### src/rtl/hazard_pkg.sv
`default_nettype none
// ============================================================================
// Module      : hazard_pkg
// Description : Shared types and constants for the pipeline hazard unit.
// Revision    : 1.0 - initial release
// ============================================================================
package hazard_pkg;

    localparam int REG_W = 5;
    localparam logic [REG_W-1:0] REG_ZERO = 5'd0;

    typedef enum logic [1:0] {
        RUN      = 2'd0,
        LU_STALL = 2'd1,
        MEM_WAIT = 2'd2
    } hz_state_t;

endpackage
`default_nettype wire

### src/rtl/load_use_detect.sv
`default_nettype none
// ============================================================================
// Module      : load_use_detect
// Description : Combinational load-use hazard comparator between EX and ID.
// Revision    : 1.0 - initial release
// ============================================================================
module load_use_detect
    import hazard_pkg::*;
(
    input  logic             i_mem_read,
    input  logic [REG_W-1:0] i_ex_rt,
    input  logic [REG_W-1:0] i_id_rs,
    input  logic [REG_W-1:0] i_id_rt,
    input  logic             i_id_uses_rt,
    output logic             o_lu
);

    assign o_lu = i_mem_read && (i_ex_rt != REG_ZERO) &&
                  ((i_ex_rt == i_id_rs) || (i_id_uses_rt && (i_ex_rt == i_id_rt)));

endmodule
`default_nettype wire

### src/rtl/hazard_stall_ctrl.sv
`default_nettype none
// ============================================================================
// Module      : hazard_stall_ctrl
// Description : Hazard unit: multi-cycle load-use stall, branch/jump flush and
//               data-memory freeze. HAZARD_PERF_EN adds performance counters.
// Revision    : 1.0 - initial release
// ============================================================================
module hazard_stall_ctrl
    import hazard_pkg::*;
#(
    parameter int LOAD_USE_CYCLES = 1,
    parameter int CNT_W           = 32
) (
    input  logic             clk,
    input  logic             reset,
    input  logic             id_ex_mem_read,
    input  logic [REG_W-1:0] id_ex_rt,
    input  logic [REG_W-1:0] if_id_rs,
    input  logic [REG_W-1:0] if_id_rt,
    input  logic             if_id_uses_rt,
    input  logic             jump_id,
    input  logic             branch_taken_ex,
    input  logic             dmem_busy,
    output logic             stall,
    output logic             pc_write,
    output logic             if_id_write,
    output logic             if_id_flush,
    output logic             id_ex_flush,
    output logic             pipe_freeze
`ifdef HAZARD_PERF_EN
    ,
    output logic [CNT_W-1:0] perf_stall_cycles,
    output logic [CNT_W-1:0] perf_flush_count,
    output logic [CNT_W-1:0] perf_freeze_cycles
`endif
);

    localparam logic [2:0] c_lu_reload = 3'(LOAD_USE_CYCLES - 1);

    hz_state_t  r_state, r_ret_state;
    hz_state_t  w_next_state, w_next_ret, w_eval_state;
    logic [2:0] r_cnt, w_next_cnt;
    logic       w_lu;

    load_use_detect u_load_use_detect (
        .i_mem_read   (id_ex_mem_read),
        .i_ex_rt      (id_ex_rt),
        .i_id_rs      (if_id_rs),
        .i_id_rt      (if_id_rt),
        .i_id_uses_rt (if_id_uses_rt),
        .o_lu         (w_lu)
    );

    always_comb begin
        // Leaving MEM_WAIT behaves exactly like the interrupted state this cycle.
        w_eval_state = (r_state == MEM_WAIT && !dmem_busy) ? r_ret_state : r_state;
        w_next_state = w_eval_state;
        w_next_ret   = r_ret_state;
        w_next_cnt   = r_cnt;
        stall        = 1'b0;
        pc_write     = 1'b1;
        if_id_write  = 1'b1;
        if_id_flush  = 1'b0;
        id_ex_flush  = 1'b0;
        pipe_freeze  = 1'b0;

        if (!reset) begin
            case (w_eval_state)
                RUN: begin
                    if (dmem_busy) begin
                        pipe_freeze  = 1'b1;
                        pc_write     = 1'b0;
                        if_id_write  = 1'b0;
                        w_next_state = MEM_WAIT;
                        w_next_ret   = RUN;
                    end else if (branch_taken_ex) begin
                        if_id_flush = 1'b1;
                        id_ex_flush = 1'b1;
                    end else if (w_lu) begin
                        stall       = 1'b1;
                        pc_write    = 1'b0;
                        if_id_write = 1'b0;
                        if (LOAD_USE_CYCLES > 1) begin
                            w_next_state = LU_STALL;
                            w_next_cnt   = c_lu_reload;
                        end
                    end else if (jump_id) begin
                        if_id_flush = 1'b1;
                    end
                end
                LU_STALL: begin
                    if (dmem_busy) begin
                        pipe_freeze  = 1'b1;
                        pc_write     = 1'b0;
                        if_id_write  = 1'b0;
                        w_next_state = MEM_WAIT;
                        w_next_ret   = LU_STALL;
                    end else if (branch_taken_ex) begin
                        if_id_flush  = 1'b1;
                        id_ex_flush  = 1'b1;
                        w_next_cnt   = 3'd0;
                        w_next_state = RUN;
                    end else begin
                        stall       = 1'b1;
                        pc_write    = 1'b0;
                        if_id_write = 1'b0;
                        if (r_cnt <= 3'd1) begin
                            w_next_cnt   = 3'd0;
                            w_next_state = RUN;
                        end else begin
                            w_next_cnt = r_cnt - 3'd1;
                        end
                    end
                end
                MEM_WAIT: begin
                    pipe_freeze = 1'b1;
                    pc_write    = 1'b0;
                    if_id_write = 1'b0;
                end
                default: begin
                    w_next_state = RUN;
                    w_next_cnt   = 3'd0;
                end
            endcase
        end
    end

    always_ff @(posedge clk) begin
        if (reset) begin
            r_state     <= RUN;
            r_ret_state <= RUN;
            r_cnt       <= 3'd0;
        end else begin
            r_state     <= w_next_state;
            r_ret_state <= w_next_ret;
            r_cnt       <= w_next_cnt;
        end
    end

`ifdef HAZARD_PERF_EN
    always_ff @(posedge clk) begin
        if (reset) begin
            perf_stall_cycles  <= '0;
            perf_flush_count   <= '0;
            perf_freeze_cycles <= '0;
        end else begin
            if (stall && perf_stall_cycles != '1)
                perf_stall_cycles <= perf_stall_cycles + 1'b1;
            if ((if_id_flush || id_ex_flush) && perf_flush_count != '1)
                perf_flush_count <= perf_flush_count + 1'b1;
            if (pipe_freeze && perf_freeze_cycles != '1)
                perf_freeze_cycles <= perf_freeze_cycles + 1'b1;
        end
    end
`else
    // Counter width only matters when the counters are built.
    generate
        if (CNT_W < 1) begin : g_cnt_w_unused
        end
    endgenerate
`endif

endmodule
`default_nettype wire
### config.mk
export PLATFORM = sky130hd
export DESIGN_NAME = hazard_stall_ctrl
export DESIGN_NICKNAME = d
export VERILOG_FILES = /design/src/rtl/hazard_pkg.sv /design/src/rtl/load_use_detect.sv /design/src/rtl/hazard_stall_ctrl.sv
export SDC_FILE = /design/constraint.sdc
export NUM_CORES = 1
export LEC_CHECK = 0
export ABC_AREA = 0
export CORE_MARGIN = 4
export CORE_UTILIZATION = 38
export DETAILED_ROUTE_END_ITERATION = 10
export GPL_TIMING_DRIVEN = 0
export PLACE_DENSITY = 0.78
export REMOVE_ABC_BUFFERS = 1
export SYNTH_ARGS = -nofsm -noshare
export SYNTH_HDL_FRONTEND = slang
export SYNTH_SLANG_ARGS = --single-unit
### constraint.sdc
create_clock -name clk -period 2.3 [get_ports clk]
set_input_delay 0.345 -clock clk [delete_from_list [all_inputs] [get_ports clk]]
set_output_delay 0.345 -clock clk [all_outputs]
set_load 0.02 [all_outputs]
==> results of run 1 <==
==> how the worst max path moves through the flow <==
stage	start	slack, ps	end
2_1_floorplan	id_ex_rt[1]	-180	if_id_write
5_1_grt	if_id_rt[3]	-5	if_id_write
6_report	id_ex_rt[1]	80	if_id_write
4_1_cts	reset	2	pipe_freeze
3_3_place_gp	id_ex_rt[1]	-690	pc_write
3_5_place_dp	id_ex_rt[1]	-750	if_id_write
==> repair_timing <==
action                     CTS  global route
pin swaps                    4             6
hold endpoints to repair     0             0
resized for setup           34            10
buffers inserted             0             0
hold buffers                 0             0
setup endpoints to repair    5             5
==> metrics by stage <==
stage,hold slack [ps],worst slack [ps],std cells,util [%]
CTS,506.8,1.582,109,65.43
global route,529.4,-4.858,109,68.09
global placement,480.5,-692.4,106,61.82
detailed placement,492.2,-746.6,106,61.82
finish,505.9,77.74,109,68.09
floorplan,414.4,-178.1,64,-
==> routing by layer <==
layer | wire [um] | vias up | global-route usage (%)
met1 | 619 | 280 | 17.77
met2 | 839 | 11 | 32.31
met4 | 22 | 0 | 8.772
met5 | 0 | - | 0
li1 | - | 299 | -
met3 | 64 | 4 | 2.372
==> sequential cells by signal, indices dropped and copies added, names as in the netlist <==
register,flops
r_cnt,3
r_ret_state,1
r_state,2
==> power by group through the flow <==
| stage | combinational (mW) | sequential, mW | clock (mW) |
|---|---|---|---|
| 2_1_floorplan | 0.0301 | 0.108 | 0 |
| 3_3_place_gp | 0.0865 | 0.108 | 0 |
| 3_5_place_dp | 0.0889 | 0.109 | 0 |
| 4_1_cts | 0.0924 | 0.107 | 0.101 |
| 5_1_grt | 0.101 | 0.107 | 0.106 |
| 6_report | 0.0932 | 0.107 | 0.0978 |
==> kinds of logic after synthesis <==
kind of cell               after synthesis
adders and majority gates                2
AOI/OAI and AO/OA                       17
and+or+nand+nor                         26
xor gates and xnor gates                10
muxes                                    1
DFF                                      6
buffers and inverters                    4
==> worst max-delay path, cell delays in order <==
cell           delay [ps]
dlygate4sd2_1         270
or4_4                 560
o21ai_4               180
nor3b_2                70
o31ai_2               260
buf_4                 190
==> cells in the mapped netlist, drive strengths merged, types with 2 or more instances <==
master  count
xor2        9
dfxtp       6
nor2        6
a21oi       5
nand3b      3
o21ai       3
and2        2
ha          2
inv         2
nand2       2
nand2b      2
nor2b       2
nor3        2
o21a        2
or3         2
==> area by class of cell <==
cell class | instances | share of cell area (%)
clock buffers | 3 | 2.510
inverters | 2 | 0.8368
multi-input cells | 56 | 50.49
flip-flops and latches | 6 | 13.39
well taps | 15 | 2.092
repair buffers | 27 | 30.68
==> summary.txt, run 1 <==
Timing
  • Clk_skew: about 5 ps
  • Final period util: 96.62%
  • Tightest Pin Transition: 472.2 ps
  • Fin crit period: around 2200 ps
  • Slew margin rel.: 68.52%
  • Final count of pins violating max slew: 0
  • Number of setup violations in the final report: 0
  • Final Hold Viols: 0
  • Setup TNS: 0 ps
  • Fmax: about 0.45 GHz

Logic synthesis
  • Register area share after synthesis: about 22%
  • Largest cells by area after synthesis: dfxtp_1, xor2_1, ha_1, nand3b_1, nor2_1
  • Count of different cell masters after synthesis: 33
  • #FFs+latches synth: 6
  • Post-synth ARST share: 0%
  • Post-synthesis cell area: 536.8 um^2
  • Top FF cell, synth: dfxtp_1
  • Synth area leader: dfxtp_1
  • Post-synth EDFFs: 0
  • Post-Synth Simple-Gate Area: 27.97%
  • Post-synthesis adder-cell area fraction: 4.662%
  • Yosys Warn Count: 0
  • Avg Cell Area, Syn: 8.133 um^2
  • Main combinational cell family by area after synthesis: simple AND/OR/NAND/NOR gates
  • Top-area cell type share of the netlist area: 22.38%
  • Xor and xnor fraction of the mapped netlist area: 16.32%
  • Post-synthesis mux area share: 1.865%
  • Synth Area in Compound Gates: 23.31%
  • Post-Syn Instances: 66

Finish
  • Layout cells sized above 1: 20.21%
  • FF/Latch Area: approximately 120 um^2
  • Layout Nets: 120
  • Area Growth Syn to Fin: 67.13%
  • Cell area after layout: 897.1 um^2
  • Commonest non-fill, non-tap cells in the layout: clkdlybuf4s50_1, xor2_1, dlymetal6s2s_1, nor2_1, dfxtp_1
  • Most common cell after layout, fill and taps aside: clkdlybuf4s50_1
  • N_diodes: 0
  • Area occupied by multi-input gates: between 400 and 500 um^2
  • FILL cells: ~110

Worst setup path
  • Setup Crit Path Kind: in2out
  • Crit Path Max Fanout: 3
  • WP data required: 1960 ps
  • RR Endpoint: r_cnt[1]$_SDFFE_PP0P_
  • Critical path data arrival time: 1880 ps
  • R2r setup slk: 750 ps
  • R2R Path Start: r_state[1]$_SDFF_PP0_
  • Startpoint Class: input pin
  • R2R depth: 5
  • Crit path capture type: primary output

Route
  • Vias/cell: 5.450
  • Drt pass-1 iters: 4
  • Post-route DRC: 0
  • Via count: 594
  • Final wirelength: 1545 um
  • Post-DR wirelength/cell: 14.17 um
  • Remaining antenna violation count: 0
  • Initial detailed-routing violation count: 8

Clock tree
  • Max Buffers Root-to-Sink: 2
  • CTS root buf: clkbuf_4
  • Worst-path clk slew: 40 ps
  • H-tree depth: 1
  • Clk sink count: 6
  • CTS Buf Count: 3
  • TritonCTS clock tree: yes
  • Worst skew pair latency: between 200 and 300 ps

Min path
  • Hold EP: r_state[0]$_SDFF_PP0_
  • Worst hold stages: 2
  • Worst min path class: in2reg
  • Worst hold start: dmem_busy

Floorplanning
  • I/O pin total: 28
  • Die Span Y: between 40 and 50 um
  • Core Footprint: between 0.001 and 0.0015 mm^2
  • Die area: between 0.002 and 0.0025 mm^2
  • Row count: 13
  • Starting Density: approximately two fifths
  • Die width: 45.59 um

Global route
  • Initial antenna violation count: 0
  • Gr usage total: around 17%
  • Vias in the first global route: approximately 600
  • Pin count of the biggest net entering global routing: 12
  • GRT overflow: 0
  • First-pass GRT wire length: 2546 um

Flow run
  • Max-cap viol count: 0

Placement
  • Port bufs: 27
  • GPL Wtd Cong: 0.6829
  • Post-DP HPWL: 1218 um
  • Post-DP Area: 814.5 um^2

Pwr
  • Proportion of power drawn by combinational gates: 31.3%
  • Pwr/cell area: 331.9 mW/mm^2
  • VDD IR max: between 0.0002 and 0.0003 V
  • Sw Ratio: 27.49%
  • Clock share of power: between 30% and 40%
  • Internal Pwr Total: roughly 220 uW
  • Total power: ~300 uW
  • Pleak: 0.3807 nW
  • P_sw: 81.85 uW
  • Sequential share of power: 35.9%

Outcome
  • Status: complete, no violations
No activity file was read; power rests on OpenSTA's default activity.
==> run 2, diff against run 1 <==
==> constraint.sdc (replaced) <==
create_clock -name clk -period 2.3 [get_ports clk]
set_input_delay 0.46 -clock clk [delete_from_list [all_inputs] [get_ports clk]]
set_output_delay 0.46 -clock clk [all_outputs]
set_load 0.02 [all_outputs]
==> summary.txt, run 2 (synthesis gave the netlist of run 1 again) <==
Timing
  • Final Hold Viols: 0
  • Clk_skew: around 3.2 ps
  • Slew margin rel.: between 60% and 70%
  • Final period util: 97.13%
  • Worst hold margin: slightly above 500 ps
  • Fmax: 0.4476 GHz
  • Fin crit period: 2234 ps
  • Number of setup violations in the final report: 0
  • Final count of pins violating max slew: 0
  • Tightest Pin Transition: 470.2 ps
  • Setup TNS: 0 ps

Pwr
  • VDD IR max: 0.0002857 V
  • Pwr/cell area: 338.9 mW/mm^2
  • Pleak: 0.3690 nW

Route
  • Initial detailed-routing violation count: 4
  • Drt pass-1 iters: 4
  • Remaining antenna violation count: 0
  • Final wirelength: roughly 1600 um
  • Post-DR wirelength/cell: 14.57 um
  • Via count: 596
  • Post-route DRC: 0
  • Vias/cell: 5.418

Flow run
  • Max-cap viol count: 0

Clock tree
  • Worst skew pair latency: around 250 ps
  • CTS root buf: clkbuf_4
  • Worst-path clk slew: 50 ps
  • Clk sink count: 6
  • TritonCTS clock tree: yes
  • CTS Buf Count: 3
  • H-tree depth: 1
  • Max Buffers Root-to-Sink: 2

Min path
  • Worst hold stages: 2
  • Hold EP: r_cnt[1]$_SDFFE_PP0P_
  • Worst hold start: r_cnt[1]$_SDFFE_PP0P_
  • Worst min path class: reg2reg

Global route
  • Met1 Usage GRT: between 10% and 20%
  • Vias in the first global route: 597
  • Gr usage total: 16.61%
  • GRT overflow: 0
  • First-pass GRT wire length: 2511 um
  • Initial antenna violation count: 0
  • Met2 usage: 30.36%
  • Pin count of the biggest net entering global routing: 12
  • Met3 usage: 2.372%
  • GRT busiest layer: met2

Placement
  • GPL Wtd Cong: 0.6829
  • Port bufs: 27
  • Post-DP HPWL: 1218 um

Finish
  • FILL cells: 118
  • Largest reg by FF count: r_cnt
  • Max reg flops: 3
  • Commonest non-fill, non-tap cells in the layout: dlygate4sd2_1, xor2_1, nor2_1, dfxtp_1
  • Layout Nets: 121
  • N_diodes: 0
  • Area Growth Syn to Fin: 65.27%
  • Largest regs: r_cnt x3, r_state x2, r_ret_state x1
  • Most common cell after layout, fill and taps aside: dlygate4sd2_1
  • Layout cells sized above 1: 32.63%

Floorplanning
  • I/O pin total: 28
  • Die width: 45.59 um
  • Die area: about 0.0021 mm^2
  • Core Footprint: 0.001318 mm^2
  • Row count: 13
  • Starting Density: 40.74%
  • Die Span Y: 45.59 um

Worst setup path
  • Crit path capture type: primary output
  • RR Endpoint: r_cnt[1]$_SDFFE_PP0P_
  • R2r setup slk: roughly 730 ps
  • Critical path data arrival time: 1770 ps
  • Setup Crit Path Kind: in2out
  • Crit path launch: if_id_rt[3]
  • R2R Path Start: r_state[1]$_SDFF_PP0_
  • R2R depth: 5
  • Crit Path Max Fanout: 2
  • Most common cell on crit path: buf_6
  • Worst path cell trace: buf_6 -> xor2_2 -> nor4_2 -> a32oi_2 -> nor3b_2 -> o21a_1 -> buf_6
  • Startpoint Class: input pin
  • Critical path's largest stage delay: 330 ps
  • Slowest cell on the critical path: nor4_2
  • WP data required: 1840 ps

Outcome
  • Status: complete, no violations
[run 2: worst max path at each step]
stage,end,slack [ps],cells after the start
5_1_grt,stall,-0.5,7
3_3_place_gp,pc_write,-920,6
4_1_cts,stall,10,7
6_report,stall,70,7
2_1_floorplan,if_id_write,-410,4
3_5_place_dp,if_id_write,-980,6
[run 2: per-layer routing]
| layer | part of all wire, % | vias up |
|---|---|---|
| met1 | 41 | 283 |
| met3 | 3.2 | 4 |
| met2 | 55 | 11 |
| met4 | 1.2 | 0 |
| li1 | - | 298 |
| met5 | 0 | - |
[run 2: layout make-up]
type	instances	area [um^2]	share of cell area, %
clock buffer	3	22.52	2.539
inverter	2	7.507	0.8463
tap	15	18.77	2.116
multi-input combinational	56	470.5	53.03
timing repair buffer	28	247.7	27.93
sequential	6	120.1	13.54
[run 2: metrics by stage]
step | cell area, um^2 | utilization [%] | setup WS (ps) | instances | power (mW)
after floorplan | 525.5 | - | -408.1 | 64 | 0.1383
after global placement | 814.5 | 61.82 | -922.4 | 106 | 0.1950
after detailed placement | 814.5 | 61.82 | -976.6 | 106 | 0.1974
after CTS | 840.8 | 63.82 | 11.25 | 109 | 0.2926
after global routing | 887.1 | 67.33 | -0.4797 | 110 | 0.3134
final | 887.1 | 67.33 | 66.10 | 110 | 0.3006
[run 2: report_power, final]
| part | total, mW | switching (mW) | internal, mW | leakage, nW |
|---|---|---|---|---|
| Sequential | 0.107 | 0.00154 | 0.105 | 0.0486 |
| Clock | 0.101 | 0.0414 | 0.0593 | 0.0138 |
| Combinational | 0.0933 | 0.0433 | 0.0500 | 0.307 |
[run 2: critical path: cells and delay by family]
| family | cells | cell delay, ps |
|---|---|---|
| XOR/XNOR | 1 | 160 |
| AND/OR/NAND/NOR | 2 | 590 |
| AO/OA/AOI/OAI | 2 | 340 |
| buffers and inverters | 2 | 220 |
[run 2: repair_timing]
item / 4_1_cts / 5_1_grt
hold buffers: 0 / 0
resized for setup: 58 / 26
pin swaps: 10 / 10
endpoints found under the setup margin: 6 / 5
buffers inserted: 0 / 1
